<file path="config.mk">
export PLATFORM = sky130hd
export DESIGN_NAME = mem_arbiter
export DESIGN_NICKNAME = d
export VERILOG_FILES = /design/src/rtl/mem_arb_pkg.sv /design/src/rtl/mem_arbiter_rr_arb2.sv /design/src/rtl/mem_arbiter.sv
export SDC_FILE = /design/constraint.sdc
export NUM_CORES = 1
export LEC_CHECK = 0
export ABC_AREA = 1
export CORE_AREA = 2 2 72 74
export DETAILED_ROUTE_END_ITERATION = 8
export DIE_AREA = 0 0 74 76
export GPL_TIMING_DRIVEN = 0
export PLACE_DENSITY_LB_ADDON = 0.2
export SLEW_MARGIN = 20
export SYNTH_ARGS = -nofsm -noshare
export SYNTH_HDL_FRONTEND = slang
export SYNTH_HIERARCHICAL = 1
export SYNTH_SLANG_ARGS = --single-unit
export TNS_END_PERCENT = 30
</file>
<file path="constraint.sdc">
create_clock -name clk -period 3.09 [get_ports clk]
set_input_delay 0.309 -clock clk [delete_from_list [all_inputs] [get_ports clk]]
set_output_delay 0.309 -clock clk [all_outputs]
set_load 0.005 [all_outputs]
</file>
<file path="src/rtl/mem_arb_pkg.sv">
// mem_arb_pkg: shared widths, FSM encoding and requester ids for mem_arbiter
package mem_arb_pkg;
  localparam int ADDR_W_DEF = 7;
  localparam int DATA_W_DEF = 8;
  typedef enum logic [1:0] {
    S_IDLE    = 2'd0,
    S_ISSUE   = 2'd1,
    S_RD_WAIT = 2'd2,
    S_RD_CAP  = 2'd3
  } state_t;
  localparam logic REQ0 = 1'b0;
  localparam logic REQ1 = 1'b1;
endpackage

</file>
<file path="src/rtl/mem_arbiter_rr_arb2.sv">
// rr_arb2: two-way round-robin grant favouring the requester not granted last
module rr_arb2 (
  input  logic [1:0] i_valid,
  input  logic       i_last_grant,
  output logic [1:0] o_grant
);
  assign o_grant[0] = i_valid[0] & (~i_valid[1] | i_last_grant);
  assign o_grant[1] = i_valid[1] & (~i_valid[0] | ~i_last_grant);
endmodule

</file>
<file path="src/rtl/mem_arbiter.sv">
// mem_arbiter: two requesters sharing one registered-read memory port, one transaction at a time
module mem_arbiter
  import mem_arb_pkg::*;
#(
  parameter int ADDR_W = ADDR_W_DEF,
  parameter int DATA_W = DATA_W_DEF
) (
  input  logic              clk,
  input  logic              rst,
  input  logic              req0_valid,
  input  logic              req0_wr,
  input  logic [ADDR_W-1:0] req0_addr,
  input  logic [DATA_W-1:0] req0_wdata,
  output logic              req0_ready,
  input  logic              req1_valid,
  input  logic              req1_wr,
  input  logic [ADDR_W-1:0] req1_addr,
  input  logic [DATA_W-1:0] req1_wdata,
  output logic              req1_ready,
  output logic              rsp0_valid,
  output logic [DATA_W-1:0] rsp0_rdata,
  output logic              rsp1_valid,
  output logic [DATA_W-1:0] rsp1_rdata,
  output logic [ADDR_W-1:0] mem_addr,
  output logic [DATA_W-1:0] mem_wdata,
  output logic              mem_w_en,
  output logic              mem_r_en,
  input  logic [DATA_W-1:0] mem_rdata
);
  state_t r_state;
  logic r_last;
  logic r_id;
  logic r_wr;
  logic [1:0] w_grant;
  logic w_sel;
  logic w_hs;
  logic w_wr;
  logic [ADDR_W-1:0] w_addr;
  logic [DATA_W-1:0] w_wdata;
  rr_arb2 u_rr (
    .i_valid      ({req1_valid, req0_valid}),
    .i_last_grant (r_last),
    .o_grant      (w_grant)
  );
  assign req0_ready = (r_state == S_IDLE) & w_grant[0];
  assign req1_ready = (r_state == S_IDLE) & w_grant[1];
  assign w_hs = (req0_ready & req0_valid) | (req1_ready & req1_valid);
  assign w_sel = w_grant[1];
  assign w_wr = w_sel ? req1_wr : req0_wr;
  assign w_addr = w_sel ? req1_addr : req0_addr;
  assign w_wdata = w_sel ? req1_wdata : req0_wdata;
  // FSM with the command register doubling as the memory port drive, plus response capture
  always_ff @(posedge clk or posedge rst) begin
    if (rst) begin
      r_state <= S_IDLE;
      r_last <= REQ1;
      r_id <= REQ0;
      r_wr <= 1'b0;
      mem_addr <= '0;
      mem_wdata <= '0;
      mem_w_en <= 1'b0;
      mem_r_en <= 1'b0;
      rsp0_valid <= 1'b0;
      rsp1_valid <= 1'b0;
      rsp0_rdata <= '0;
      rsp1_rdata <= '0;
    end else begin
      mem_w_en <= 1'b0;
      mem_r_en <= 1'b0;
      rsp0_valid <= 1'b0;
      rsp1_valid <= 1'b0;
      case (r_state)
        S_IDLE: if (w_hs) begin
          r_state <= S_ISSUE;
          r_last <= w_sel;
          r_id <= w_sel;
          r_wr <= w_wr;
          mem_addr <= w_addr;
          mem_wdata <= w_wdata;
          mem_w_en <= w_wr;
          mem_r_en <= ~w_wr;
        end
        S_ISSUE: r_state <= r_wr ? S_IDLE : S_RD_WAIT;
        S_RD_WAIT: r_state <= S_RD_CAP;
        S_RD_CAP: begin
          r_state <= S_IDLE;
          if (r_id == REQ1) begin
            rsp1_rdata <= mem_rdata;
            rsp1_valid <= 1'b1;
          end else begin
            rsp0_rdata <= mem_rdata;
            rsp0_valid <= 1'b1;
          end
        end
        default: r_state <= S_IDLE;
      endcase
    end
  end
endmodule

</file>
==> results of run 1 <==
routing by layer:
| layer | vias up | wire [µm] | global-route usage |
|---|---|---|---|
| li1 | 852 | - | - |
| met1 | 744 | 1910 | 0.212 |
| met2 | 40 | 2110 | 0.278 |
| met3 | 6 | 229 | 0.0516 |
| met4 | 0 | 73 | 0.0600 |
| met5 | - | 0 | 0 |
cell type report:
class                      count  share of cell area
sequential                    40               0.345
inverter                      23              0.0297
multi-input combinational    148               0.235
timing repair buffer          81               0.285
clock inverter                 2              0.0133
clock buffer                   6              0.0284
tap                           70              0.0301
buffer                        10              0.0336
state kept, by name (all words and copies together) (netlist names), named ones only:
signal / count
mem_wdata: 8
rsp0_rdata: 8
rsp1_rdata: 8
mem_addr: 7
mem_r_en: 1
mem_w_en: 1
r_id: 1
r_last: 1
r_state: 1
r_wr: 1
rsp0_valid: 1
rsp1_valid: 1
power breakdown:
| group | internal, W | leakage, nW | switching [W] |
|---|---|---|---|
| Combinational | 0.000607 | 0.908 | 0.000427 |
| Sequential | 0.000760 | 0.500 | 0.000132 |
| Clock | 0.000264 | 0.0614 | 0.000184 |
Yosys cell counts, drive strengths merged:
cell and instances:
dfstp 1, a211oi 1, dfrtp 39, a21boi 1, a21oi 1, o21ai 16
nor2 4, nand2 104, buf 10, inv 23, nand3 21
placed cells by master, fill, tap and decap left out, drive strengths merged:
cell type      count
a211oi             1
a21oi              1
nor2               4
nand3             21
bufinv             1
clkdlybuf4s50     80
inv               23
dfstp              1
nand2            104
buf               11
dfrtp             39
clkbuf             6
a21boi             1
o21ai             16
clkinv             1
per-stage QoR:
step,std cells,util,power [W]
floorplan,221,-,0.00137
global placement,371,0.561,0.00193
detailed placement,372,0.567,0.00195
CTS,380,0.592,0.00241
global route,380,0.592,0.00257
finish,380,0.592,0.00237
final timing paths:
| check | from | to | depth (start not counted) |
|---|---|---|---|
| max reg2reg | r_last$_DFFE_PP1P_ | mem_wdata[0]$_DFFE_PP0P_ | 8 |
| max in group asynchronous | rst | r_last$_DFFE_PP1P_ | 3 |
| max | req1_valid | req1_ready | 7 |
| min in group clk | r_wr$_DFFE_PP0P_ | register | 1 |
| min reg2reg | r_wr$_DFFE_PP0P_ | register | 1 |
| min | rst | rsp0_rdata[7]$_DFFE_PP0P_ | 2 |
cells by family after synthesis:
| kind of cell | after synthesis | share of synthesized area |
|---|---|---|
| and+or+nand+nor | 129 | 0.292 |
| DFF | 40 | 0.536 |
| buffers and inverters | 33 | 0.0984 |
| AOI/OAI and AO/OA | 19 | 0.0736 |
worst register-to-register path, delay by kind of cell (launching register included):
kind,cells,cell delay (ps)
flip-flops,1,560
buffers and inverters,3,580
AND/OR/NAND/NOR,4,250
AO/OA/AOI/OAI,1,50
==> results_dict.tcl, run 1 <==
set metrics [dict create \
    timing.final.ws_setup_ps 572 \
    skew_ps 6.93 \
    clock_latency_ps 290 \
    drtAntennaViolNets 0 \
    grt_antenna_before_repair 0 \
    cell_variety_after_synth 19 \
    synth_top_area_cell "sky130_fd_sc_hd__dfrtp_1" \
    design.die.area_um2 5620 \
    power_per_cell_area_nw_per_um2 817 \
    layout.area.seq_um2 1000 \
    clkTransAtPathRegs_ps 80 \
    critPathBufInv 5 \
    critical_path.max_fanout 10 \
    core_area_um2 4910 \
    routabilityCongestion 0.710 \
    diodes 0 \
    post-route-cell-area_um2 2910 \
    min_path_type "in2async" \
    grt_pass1_wl_um 7420 \
    slew_headroom 0.694 \
    status "finished clean" \
    place_worst_setup_slack_ps 552 \
    num_rows 26 \
    num-nets-final 353 \
    crit_arrival_ps 2210 \
    grt-ovfl-total 0 \
    wl_per_cell_um 11.4 \
    regToRegSetupSlack_ps 1600 \
    detail_route.vias_per_cell 4.32 \
    die-width_um 74 \
    final_max_slew_viol_count 0 \
    cts_num_sinks 40 \
    rsz_0062_raised_after_global_routing "no" \
    areaGrowthSynthToFinish_pct 55.5 \
    tritoncts.num_buffers 5 \
    total_global_route_track_usage 0.171 \
    synth_sequential_area_ratio 0.536 \
    finalWirelength_um 4320 \
    drt_drc_violations_left 0 \
    startpoint_type "input pin" \
    height_of_the_die_um 76 \
    max-cap-violations 0 \
    totalNegativeSetupSlack_ps 0 \
    syn-mean-instance-area_um2 8.46 \
    synth.area.top_cells "sky130_fd_sc_hd__dfrtp_1 (52%), sky130_fd_sc_hd__nand2_1 (20%), sky130_fd_sc_hd__nand3_1 (4.8%)" \
    mappedNetlistNets 265 \
    crit_family "buffers and inverters" \
    worst_path_max_delay_cell "sky130_fd_sc_hd__clkdlybuf4s50_1" \
    postCtsSetupRepairBufs 0 \
    vdd_drop_max_mv 0.337 \
    period_share 0.815 \
    hold_viol 0 \
    timing.critical_path.cells "clkdlybuf4s50_1, a21boi_2, buf_2, inv_2, buf_2, nor2_1, clkdlybuf4s50_1" \
    drt_first_pass_iters 4 \
    yosys.area.top_type_share 0.522 \
    drive_above_1_share 0.129 \
    ctsResizeCount 0 \
    p_leak_nw 1.47 \
    post-route-min-period_ps 2520 \
    detailroute.via_count 1642 \
    placedInstanceArea_um2 2790 \
    clock_tree.htree_level_count 2 \
    initial_utilization 0.381 \
    ctsLongestPathBuffers 2 \
    fin_hold_ws_ps 337 \
    max_slew.worst_pin.slew_ps 459 \
    n_fill_cell 464 \
    tritoncts "done" \
    drt-initial-drc-count 76 \
    ys_warn_count 6 \
    end_kind "output pin" \
    place.port_buffers 80 \
    timing.setup.critical_path_class "in2out" \
    crit_path_max_incr_delay_ps 530 \
    mappedNetlistArea_um2 1870 \
    io_pins 81 \
    highest_achievable_clock_rate_ghz 0.397 \
    worstPathRequired_ps 2780 \
    finalSetupViolations 0 \
    netlist_instances 221 \
    post-dp-hpwl_um 3200 \
    grt_pass1_vias 1635 \
    combined_area_of_the_multi_input_logic_cells_um2 683 \
    largest_net_degree_at_the_start_of_global_routing 22 \
    cts.root.buffer_cell "sky130_fd_sc_hd__clkbuf_8" \
    ctsHoldBuffers 0 \
    synth-seq-cells 40 \
]
(Power assumes the default switching activity.)
==> run 2: changes to the inputs <==
--- a/config.mk
+++ b/config.mk
@@ -6,9 +6,9 @@
 export NUM_CORES = 1
 export LEC_CHECK = 0
 export ABC_AREA = 1
-export CORE_AREA = 2 2 72 74
+export CORE_AREA = 2 2 74 76
 export DETAILED_ROUTE_END_ITERATION = 8
-export DIE_AREA = 0 0 74 76
+export DIE_AREA = 0 0 76 78
 export GPL_TIMING_DRIVEN = 0
 export PLACE_DENSITY_LB_ADDON = 0.2
 export SLEW_MARGIN = 20
==> constraint.sdc (replaced) <==
create_clock -name clk -period 2.3 [get_ports clk]
set_input_delay 0.23 -clock clk [delete_from_list [all_inputs] [get_ports clk]]
set_output_delay 0.23 -clock clk [all_outputs]
set_load 0.005 [all_outputs]
==> results_dict.tcl, run 2 (same netlist as run 1, synthesis figures left out) <==
set metrics [dict create \
    report.power.total_w 0.00310 \
    slew_headroom 0.750 \
    postCtsSetupRepairBufs 0 \
    routabilityCongestion 0.736 \
    worst_path_most_repeated_cell "sky130_fd_sc_hd__clkdlybuf4s50_1" \
    worstPathRequired_ps 2070 \
    io_pins 81 \
    tritoncts "done" \
    total_global_route_track_usage 0.161 \
    final_max_slew_viol_count 0 \
    num_rows 26 \
    wl_per_cell_um 11.6 \
    crit_start "req1_valid" \
    critical_path.reg2reg.startpoint "r_last$_DFFE_PP1P_" \
    drtAntennaViolNets 0 \
    clock_latency_ps 290 \
    layout_common_cells "sky130_fd_sc_hd__nand2_1 (101), sky130_fd_sc_hd__clkdlybuf4s50_1 (80), sky130_fd_sc_hd__dfrtp_1 (39)" \
    crit_arrival_ps 1930 \
    grt-ovfl-total 0 \
    startpoint_type "input pin" \
    critical_path.max_fanout 17 \
    skew_ps 3.65 \
    grt_pass1_wl_um 7650 \
    clock_tree.htree_level_count 2 \
    initial_utilization 0.371 \
    timing.setup.critical_path_class "in2out" \
    end_kind "output pin" \
    post-dp-hpwl_um 3310 \
    clkTransAtPathRegs_ps 80 \
    design.die.area_um2 5930 \
    hold_viol 0 \
    max-cap-violations 0 \
    crit_path_max_incr_delay_ps 530 \
    crit_family "buffers and inverters" \
    placedCellCount 372 \
    core_area_um2 5040 \
    place.port_buffers 80 \
    postLayoutCoreUtil 0.570 \
    die-width_um 76 \
    grt_pass1_vias 1709 \
    detail_route.vias_per_cell 4.37 \
    finalWirelength_um 4410 \
    cts_num_sinks 40 \
    fin_cells 379 \
    rsz_0062_raised_after_global_routing "no" \
    areaGrowthSynthToFinish_pct 53.7 \
    post-route-min-period_ps 2160 \
    status "finished clean" \
    diodes 0 \
    drt-initial-drc-count 74 \
    largest_net_degree_at_the_start_of_global_routing 25 \
    drive_above_1_share 0.126 \
    worst_path_max_delay_cell "sky130_fd_sc_hd__clkdlybuf4s50_1" \
    drt_first_pass_iters 4 \
    grt_antenna_before_repair 0 \
    tritoncts.num_buffers 5 \
    num-nets-final 352 \
    fin_hold_ws_ps 223 \
    max_slew.worst_pin.slew_ps 375 \
    cts.root.buffer_cell "sky130_fd_sc_hd__clkbuf_8" \
    finalSetupViolations 0 \
    vdd_drop_max_mv 0.476 \
    min_path_type "in2async" \
    timing.critical_path.cells "clkdlybuf4s50_1, a21boi_2, buf_4, inv_2, nor2_1, clkdlybuf4s50_1" \
    detailroute.via_count 1658 \
    power_per_cell_area_nw_per_um2 1080 \
    period_share 0.937 \
    biggestRegsByFlops "mem_wdata (8), rsp0_rdata (8), rsp1_rdata (8)" \
    ctsLongestPathBuffers 2 \
    height_of_the_die_um 78 \
    drt_drc_violations_left 0 \
    critPathBufInv 4 \
    most_common_library_cell_in_the_layout_ignoring_fill_and_taps "sky130_fd_sc_hd__nand2_1" \
    p_leak_nw 1.44 \
    highest_achievable_clock_rate_ghz 0.464 \
]
==> run 2: worst paths after layout <==
kind,depth (start not counted),endpoint,slack [ps]
min in group clk,1,register,460
worst min register to register,1,register,460
max in group asynchronous,3,r_last$_DFFE_PP1P_,1550
worst max-delay path,6,req1_ready,140
worst min-delay path,2,rsp1_valid$_DFF_PP0_,220
worst max register to register,7,mem_wdata[4]$_DFFE_PP0P_,860
==> run 2: through the flow <==
step | TNS [ps] | cell area [µm²] | setup WS, ps
global route | 0 | 2870 | 67.8
CTS | 0 | 2880 | 22.8
finish | 0 | 2870 | 144
global placement | -28.9 | 2760 | -28.9
floorplan | 0 | 1870 | 979
detailed placement | -47.5 | 2780 | -47.5
==> run 2: power by group <==
part | leakage [nW] | internal [W] | switching (W) | total (W)
Sequential | 0.500 | 0.00102 | 0.000180 | 0.00120
Clock | 0.0434 | 0.000243 | 0.000250 | 0.000493
Combinational | 0.902 | 0.000815 | 0.000586 | 0.00140
Total | 1.44 | 0.00208 | 0.00102 | 0.00310
==> run 2: layout make-up <==
| cell class | instances | area, µm² |
|---|---|---|
| fillers | 476 | 2170 |
| flip-flops and latches | 40 | 1000 |
| repair buffers | 81 | 821 |
| multi-input cells | 148 | 683 |
| plain buffers | 9 | 95.1 |
| well taps | 70 | 87.6 |
| inverters | 23 | 86.3 |
| clock buffers | 6 | 82.6 |
| clock inverters | 2 | 15.0 |
==> run 2: metal layers <==
metal,wire length [µm],global-route usage,vias up
met2,2130,0.270,48
li1,-,-,851
met4,86,0.0636,0
met1,1900,0.197,752
met5,0,0,-
met3,286,0.0465,7
==> run 2: repair_timing <==
| item | CTS | global route |
|---|---|---|
| hold buffers | 0 | 0 |
| endpoints found under the setup margin | 1 | 1 |
| endpoints found under the hold margin | 0 | 0 |
| gates resized for setup | 1 | 0 |
